[config.mk]
export PLATFORM = sky130hd
export DESIGN_NAME = popcount_sched
export DESIGN_NICKNAME = d
export VERILOG_FILES = /design/src/rtl/popcount_sched_pkg.sv /design/src/rtl/popcount_chunk_acc.sv /design/src/rtl/popcount_sched.sv
export SDC_FILE = /design/constraint.sdc
export NUM_CORES = 1
export LEC_CHECK = 0
export BUFFER_PORTS_ARGS = -buffer_cell sky130_fd_sc_hd__buf_2
export CORE_MARGIN = 1
export CORE_UTILIZATION = 31
export DETAILED_ROUTE_END_ITERATION = 8
export PLACE_DENSITY = 0.55
export SLEW_MARGIN = 30
export SYNTH_ARGS = -nofsm -noshare
export SYNTH_HDL_FRONTEND = slang
export SYNTH_SLANG_ARGS = --single-unit
[constraint.sdc]
create_clock -name clk -period 2.88 [get_ports clk]
set_clock_uncertainty 0.05 [all_clocks]
set_input_delay 0.144 -clock clk [delete_from_list [all_inputs] [get_ports clk]]
set_output_delay 0.144 -clock clk [all_outputs]
set_load 0.02 [all_outputs]
[src/rtl/popcount_sched_pkg.sv]
// Shared types and constants for the popcount_sched engine.
// Latency: n/a (types, constants and one helper function only).
// Backpressure: n/a.
// Contents: state_t FSM encoding, default NREQ/WIDTH/CHUNK, cnt_w() count-width helper.
package popcount_sched_pkg;

  typedef enum logic [1:0] {
    IDLE = 2'd0,
    SCAN = 2'd1,
    DONE = 2'd2
  } state_t;

  localparam int DEF_NREQ  = 4;
  localparam int DEF_WIDTH = 8;
  localparam int DEF_CHUNK = 2;

  // Bits needed to hold a count from 0 up to and including width.
  function automatic int cnt_w(input int width);
    return $clog2(width + 1);
  endfunction

endpackage

[src/rtl/popcount_chunk_acc.sv]
// Counts the bits of one CHUNK-wide slice that match i_what and accumulates them.
// Latency: combinational chunk count, registered sum one edge after i_en.
// Backpressure: none; the owner FSM decides when to clear (i_clr) or add (i_en).
// Ports: clk, rst_n (async active-low); i_clr zeroes the sum (priority over i_en);
//        i_en adds the count of i_chunk bits equal to i_what; o_acc is the running sum.
module popcount_chunk_acc #(
  parameter int CHUNK = 2,
  parameter int CW    = 4
) (
  input  logic             clk,
  input  logic             rst_n,
  input  logic             i_clr,
  input  logic             i_en,
  input  logic [CHUNK-1:0] i_chunk,
  input  logic             i_what,
  output logic [CW-1:0]    o_acc
);

  logic [CW-1:0] w_hits;
  logic [CW-1:0] r_acc;

  // Case equality: an X or Z bit never matches a 0/1 "what".
  always_comb begin
    w_hits = '0;
    for (int b = 0; b < CHUNK; b++) begin
      if (i_chunk[b] === i_what) begin
        w_hits = w_hits + CW'(1);
      end
    end
  end

  always_ff @(posedge clk or negedge rst_n) begin
    if (!rst_n) begin
      r_acc <= '0;
    end else if (i_clr) begin
      r_acc <= '0;
    end else if (i_en) begin
      r_acc <= r_acc + w_hits;
    end
  end

  assign o_acc = r_acc;

endmodule

[src/rtl/popcount_sched.sv]
// Shared multi-cycle bit-match counter with a round-robin front end over NREQ requesters.
// Latency: rsp_valid rises WIDTH/CHUNK edges after the accept edge (1..WIDTH/CHUNK with early exit).
// Backpressure: result held in DONE until rsp_ready; no new request is accepted until then.
// Ports: clk, rst_n (async active-low); req_valid/req_ready/req_value/req_what per requester
//        (req_ready is a one-hot grant, IDLE only); rsp_valid/rsp_ready/rsp_id/rsp_count result.
// Build option: define POPCOUNT_SCHED_EARLY_EXIT_EN to stop scanning once no higher bit can match.
module popcount_sched
  import popcount_sched_pkg::*;
#(
  parameter int NREQ  = DEF_NREQ,
  parameter int WIDTH = DEF_WIDTH,
  parameter int CHUNK = DEF_CHUNK
) (
  input  logic                        clk,
  input  logic                        rst_n,
  input  logic [NREQ-1:0]             req_valid,
  output logic [NREQ-1:0]             req_ready,
  input  logic [NREQ*WIDTH-1:0]       req_value,
  input  logic [NREQ-1:0]             req_what,
  output logic                        rsp_valid,
  input  logic                        rsp_ready,
  output logic [$clog2(NREQ)-1:0]     rsp_id,
  output logic [cnt_w(WIDTH)-1:0]     rsp_count
);

  localparam int NCH = WIDTH / CHUNK;
  localparam int IW  = $clog2(NREQ);
  localparam int CW  = cnt_w(WIDTH);
  localparam int XW  = (NCH > 1) ? $clog2(NCH) : 1;

  if (WIDTH % CHUNK != 0) begin : g_bad_chunk
    $error("popcount_sched: WIDTH must be a multiple of CHUNK");
  end
  if (NREQ < 2) begin : g_bad_nreq
    $error("popcount_sched: NREQ must be at least 2");
  end

  state_t           r_state;
  logic [IW-1:0]    r_last;
  logic [IW-1:0]    r_id;
  logic [WIDTH-1:0] r_value;
  logic             r_what;
  logic [XW-1:0]    r_idx;
  logic             r_rsp_vld;

  logic             w_found;
  logic [IW-1:0]    w_gnt;
  logic             w_accept;
  logic             w_last_chunk;
  logic             w_scan_end;
  logic [CHUNK-1:0] w_chunk;
  logic [CW-1:0]    w_acc;

  // Round-robin search starting just after the last served requester.
  always_comb begin
    w_found = 1'b0;
    w_gnt   = '0;
    for (int k = 1; k <= NREQ; k++) begin
      if (!w_found && req_valid[IW'((int'(r_last) + k) % NREQ)]) begin
        w_found = 1'b1;
        w_gnt   = IW'((int'(r_last) + k) % NREQ);
      end
    end
  end

  assign w_accept = (r_state == IDLE) && w_found;

  always_comb begin
    req_ready = '0;
    if (w_accept) begin
      req_ready[w_gnt] = 1'b1;
    end
  end

  assign w_chunk      = r_value[int'(r_idx)*CHUNK +: CHUNK];
  assign w_last_chunk = (r_idx == XW'(NCH - 1));

`ifdef POPCOUNT_SCHED_EARLY_EXIT_EN
  logic w_rest_hit;

  // Any matching bit strictly above the chunk being added this cycle?
  always_comb begin
    w_rest_hit = 1'b0;
    for (int b = 0; b < WIDTH; b++) begin
      if ((b >= (int'(r_idx) + 1) * CHUNK) && (r_value[b] === r_what)) begin
        w_rest_hit = 1'b1;
      end
    end
  end

  assign w_scan_end = w_last_chunk || !w_rest_hit;
`else
  assign w_scan_end = w_last_chunk;
`endif

  popcount_chunk_acc #(
    .CHUNK (CHUNK),
    .CW    (CW)
  ) u_acc (
    .clk     (clk),
    .rst_n   (rst_n),
    .i_clr   (w_accept),
    .i_en    (r_state == SCAN),
    .i_chunk (w_chunk),
    .i_what  (r_what),
    .o_acc   (w_acc)
  );

  always_ff @(posedge clk or negedge rst_n) begin
    if (!rst_n) begin
      r_state   <= IDLE;
      r_last    <= IW'(NREQ - 1);
      r_id      <= '0;
      r_value   <= '0;
      r_what    <= 1'b0;
      r_idx     <= '0;
      r_rsp_vld <= 1'b0;
    end else begin
      case (r_state)
        IDLE: begin
          if (w_found) begin
            r_value <= req_value[int'(w_gnt)*WIDTH +: WIDTH];
            r_what  <= req_what[w_gnt];
            r_id    <= w_gnt;
            r_idx   <= '0;
            r_state <= SCAN;
          end
        end
        SCAN: begin
          if (w_scan_end) begin
            r_rsp_vld <= 1'b1;
            r_state   <= DONE;
          end else begin
            r_idx <= r_idx + XW'(1);
          end
        end
        DONE: begin
          if (rsp_ready) begin
            r_last    <= r_id;
            r_rsp_vld <= 1'b0;
            r_state   <= IDLE;
          end
        end
        default: begin
          r_state   <= IDLE;
          r_rsp_vld <= 1'b0;
        end
      endcase
    end
  end

  // The accumulator is frozen outside SCAN, so it doubles as the held result.
  assign rsp_valid = r_rsp_vld;
  assign rsp_id    = r_id;
  assign rsp_count = w_acc;

endmodule

==> flow_metrics.tcl <==
set metrics [dict create \
    fp.dieW_um 68.5 \
    clock.fmax_mhz 402 \
    die_h_um 68.5 \
    critical_path_class "reg2out" \
    yosysSeqAreaShare_pct 40.4 \
    p_seq_share_pct 30.8 \
    antenna_found_initial 0 \
    fin_cells 234 \
    detail_route.wl_per_cell_um 13.1 \
    cp_max_fo 16 \
    synth_cells 131 \
    syn_nets 179 \
    powerDensity_nw_per_um2 1110 \
    clkTransAtPathRegs_ns 0.08 \
    irDropWorstVdd_uv 379 \
    finalSetupTns_ns 0 \
    grt_usage_pct 14.6 \
    ctsRootBufferMaster "clkbuf_8" \
    gp_congestion 0.789 \
    power_frac_comb_pct 54.5 \
    nNetsFinal 233 \
    p_sw_share_pct 41.5 \
    drive_above_1_share_pct 39.1 \
    firstDrtPassIters 4 \
    outcome "completed" \
    synth-seq-cells 22 \
    pwr-share-clk_pct 14.7 \
    drt-initial-drc-count 44 \
    synth_cell_type_count 32 \
    grt_pass1_wl_um 5000 \
    rsz0062_at_grt "no" \
    syn2layout_area_growth_pct 27.4 \
    design_area_sq_um 1740 \
    yosysWarnings 0 \
    first_global_vias 1113 \
    io_buffer_count 53 \
    clk_latency_ns 0.26 \
    viasPerCell 4.91 \
    critPathLaunchType "flip-flop" \
    avgSynthCellArea_sq_um 10.4 \
    dieArea_sq_um 4690 \
    leakagePower_nw 0.870 \
    required_ns 2.69 \
    final_max_slew_viol_count 0 \
    final_cell_mix "buf_2, nand2_1, dfrtp_1" \
    slowest_delay_ns 0.55 \
    grt_overflow_total 0 \
    setup_viol 0 \
    end_kind "primary output" \
    dpl_cell_area_sq_um 1660 \
    slowest_stage "dfstp_2" \
    wl_um 3050 \
    clk_path_buf_depth 2 \
    final.setup.worst_slack_ns 0.392 \
    netlist_area_sq_um 1370 \
    cts_buffers 3 \
    intPower_mw 1.13 \
    path_cells "nand2b_1, o21ai_2, a211oi_4, buf_4, inv_1, nor2_1, buf_2" \
    initial_core_util_pct 33.3 \
    rows 23 \
    arrival_ns 2.29 \
    cts_repair_resize_count 0 \
    dp.final_hpwl_um 2420 \
    finalHoldViolations 0 \
    fp.coreArea_sq_um 4120 \
    cts_tree "built" \
    grt_start_max_net_pins 23 \
    cts_max_level 1 \
    place_inst 229 \
    fin_crit_ns 2.49 \
    maxCapViolations 0 \
    final_common_cell "buf_2" \
    ioPinCount 54 \
    cts_num_sinks 22 \
    drc_errors 0 \
    p_sw_mw 0.800 \
    hold_path.class "in2reg" \
    vias 1148 \
    pre_cts_ws_ns 0.412 \
    period_share_pct 86.4 \
    n_antenna_cell 0 \
    max-slew-margin-rel_pct 62.1 \
    worst_pin_slew_ns 0.568 \
    antenna_left 0 \
]
## cell families (layout without fill, tap and decap cells)
kind of cell | after synthesis | after routing | share of synthesized area [%]
AO/OA/AOI/OAI | 24 | 24 | 15.4
flip-flops | 22 | 22 | 40.4
multiplexers | 22 | 22 | 18.1
AND/OR/NAND/NOR | 46 | 46 | 15.3
adder cells (fa/ha/maj) | 5 | 5 | 5.12
buffers and inverters | 9 | 62 | 3.84
XOR/XNOR | 3 | 3 | 1.92
## state kept, by name, summed over array words and instances (netlist names)
signal       count
r_last           2
r_idx            2
r_what           1
r_state          2
rsp_id           2
rsp_valid        1
r_value          8
u_acc.o_acc      4
## synthesized netlist by cell type, drive strengths merged
cell type / count / area, sq um
mux2i: 18 / 180
nor2b: 1 / 6.26
nand2b: 5 / 31.3
nand3b: 1 / 7.51
nand2: 22 / 82.6
and3b: 1 / 8.76
nor3: 2 / 15.0
a211o: 1 / 8.76
inv: 3 / 11.3
a21oi: 2 / 13.8
o21ai: 9 / 48.8
dfrtp: 20 / 500
xnor2: 2 / 17.5
clkbuf: 1 / 3.75
nand3: 4 / 20.0
a21o: 1 / 7.51
buf: 5 / 37.5
o221ai: 9 / 104
fa: 1 / 20.0
nor2: 10 / 37.5
ha: 4 / 50.1
dfstp: 2 / 52.6
mux4: 2 / 45.0
a211oi: 2 / 27.5
xor2: 1 / 8.76
mux2: 2 / 22.5
## metrics by stage
| stage | total power [mW] | hold slack (ns) | util (%) |
|---|---|---|---|
| 2_1_floorplan | 1.42 | -0.202 | - |
| 3_3_place_gp | 1.63 | 0.0828 | 40.4 |
| 3_5_place_dp | 1.67 | 0.0830 | 40.4 |
| 4_1_cts | 1.96 | 0.114 | 42.4 |
| 5_1_grt | 2.15 | 0.143 | 42.4 |
| 6_report | 1.93 | 0.120 | 42.4 |
## power by group through the flow
stage | combinational (mW) | clock (mW) | sequential, mW
finish | 1.05 | 0.284 | 0.594
global route | 1.22 | 0.307 | 0.622
CTS | 1.07 | 0.291 | 0.598
detailed placement | 1.06 | 0 | 0.603
global placement | 1.03 | 0 | 0.591
floorplan | 0.804 | 0 | 0.619
## cell type report
class	instances	area (sq um)
Fill cell	411	2370
Multi-Input combinational cell	100	763
Sequential cell	22	553
Timing Repair Buffer	55	283
Tap cell	50	62.6
Clock buffer	3	41.3
Clock inverter	1	30.0
Inverter	3	11.3
## worst max-delay path: cells and delay by family, from the launching register on
family | cells | cell delay, ns
AOI/OAI and AO/OA | 2 | 0.60
buffers and inverters | 3 | 0.62
DFF | 1 | 0.55
and+or+nand+nor | 2 | 0.24
## layer usage
layer	routed length, um	global-route usage (%)	vias up
met5	0	0	-
met4	59	4.69	0
met3	151	4.17	7
met2	1440	24.8	35
met1	1400	17.6	534
li1	-	-	572
## final timing paths
kind / from / endpoint / slack, ns / cells after the start
worst min-delay path: rsp_ready / r_state[1] / 0.12 / 4
worst min register to register: u_acc.o_acc[3] / u_acc.o_acc[3] / 0.44 / 1
worst max register to register: r_idx[0] / u_acc.o_acc[2] / 0.41 / 8
worst max-delay path: r_last[0] / req_ready[0] / 0.39 / 7
max in group asynchronous: rst_n / r_last[1] / 2.11 / 2
min in group asynchronous: rst_n / r_state[1] / 0.32 / 2
## what timing repair did
item                                    in CTS  in global routing
endpoints found under the setup margin       0                  0
setup buffers                                0                  0
hold buffers                                 1                  0
hold endpoints to repair                    20                  0
Power figures use the tool's default switching activity.
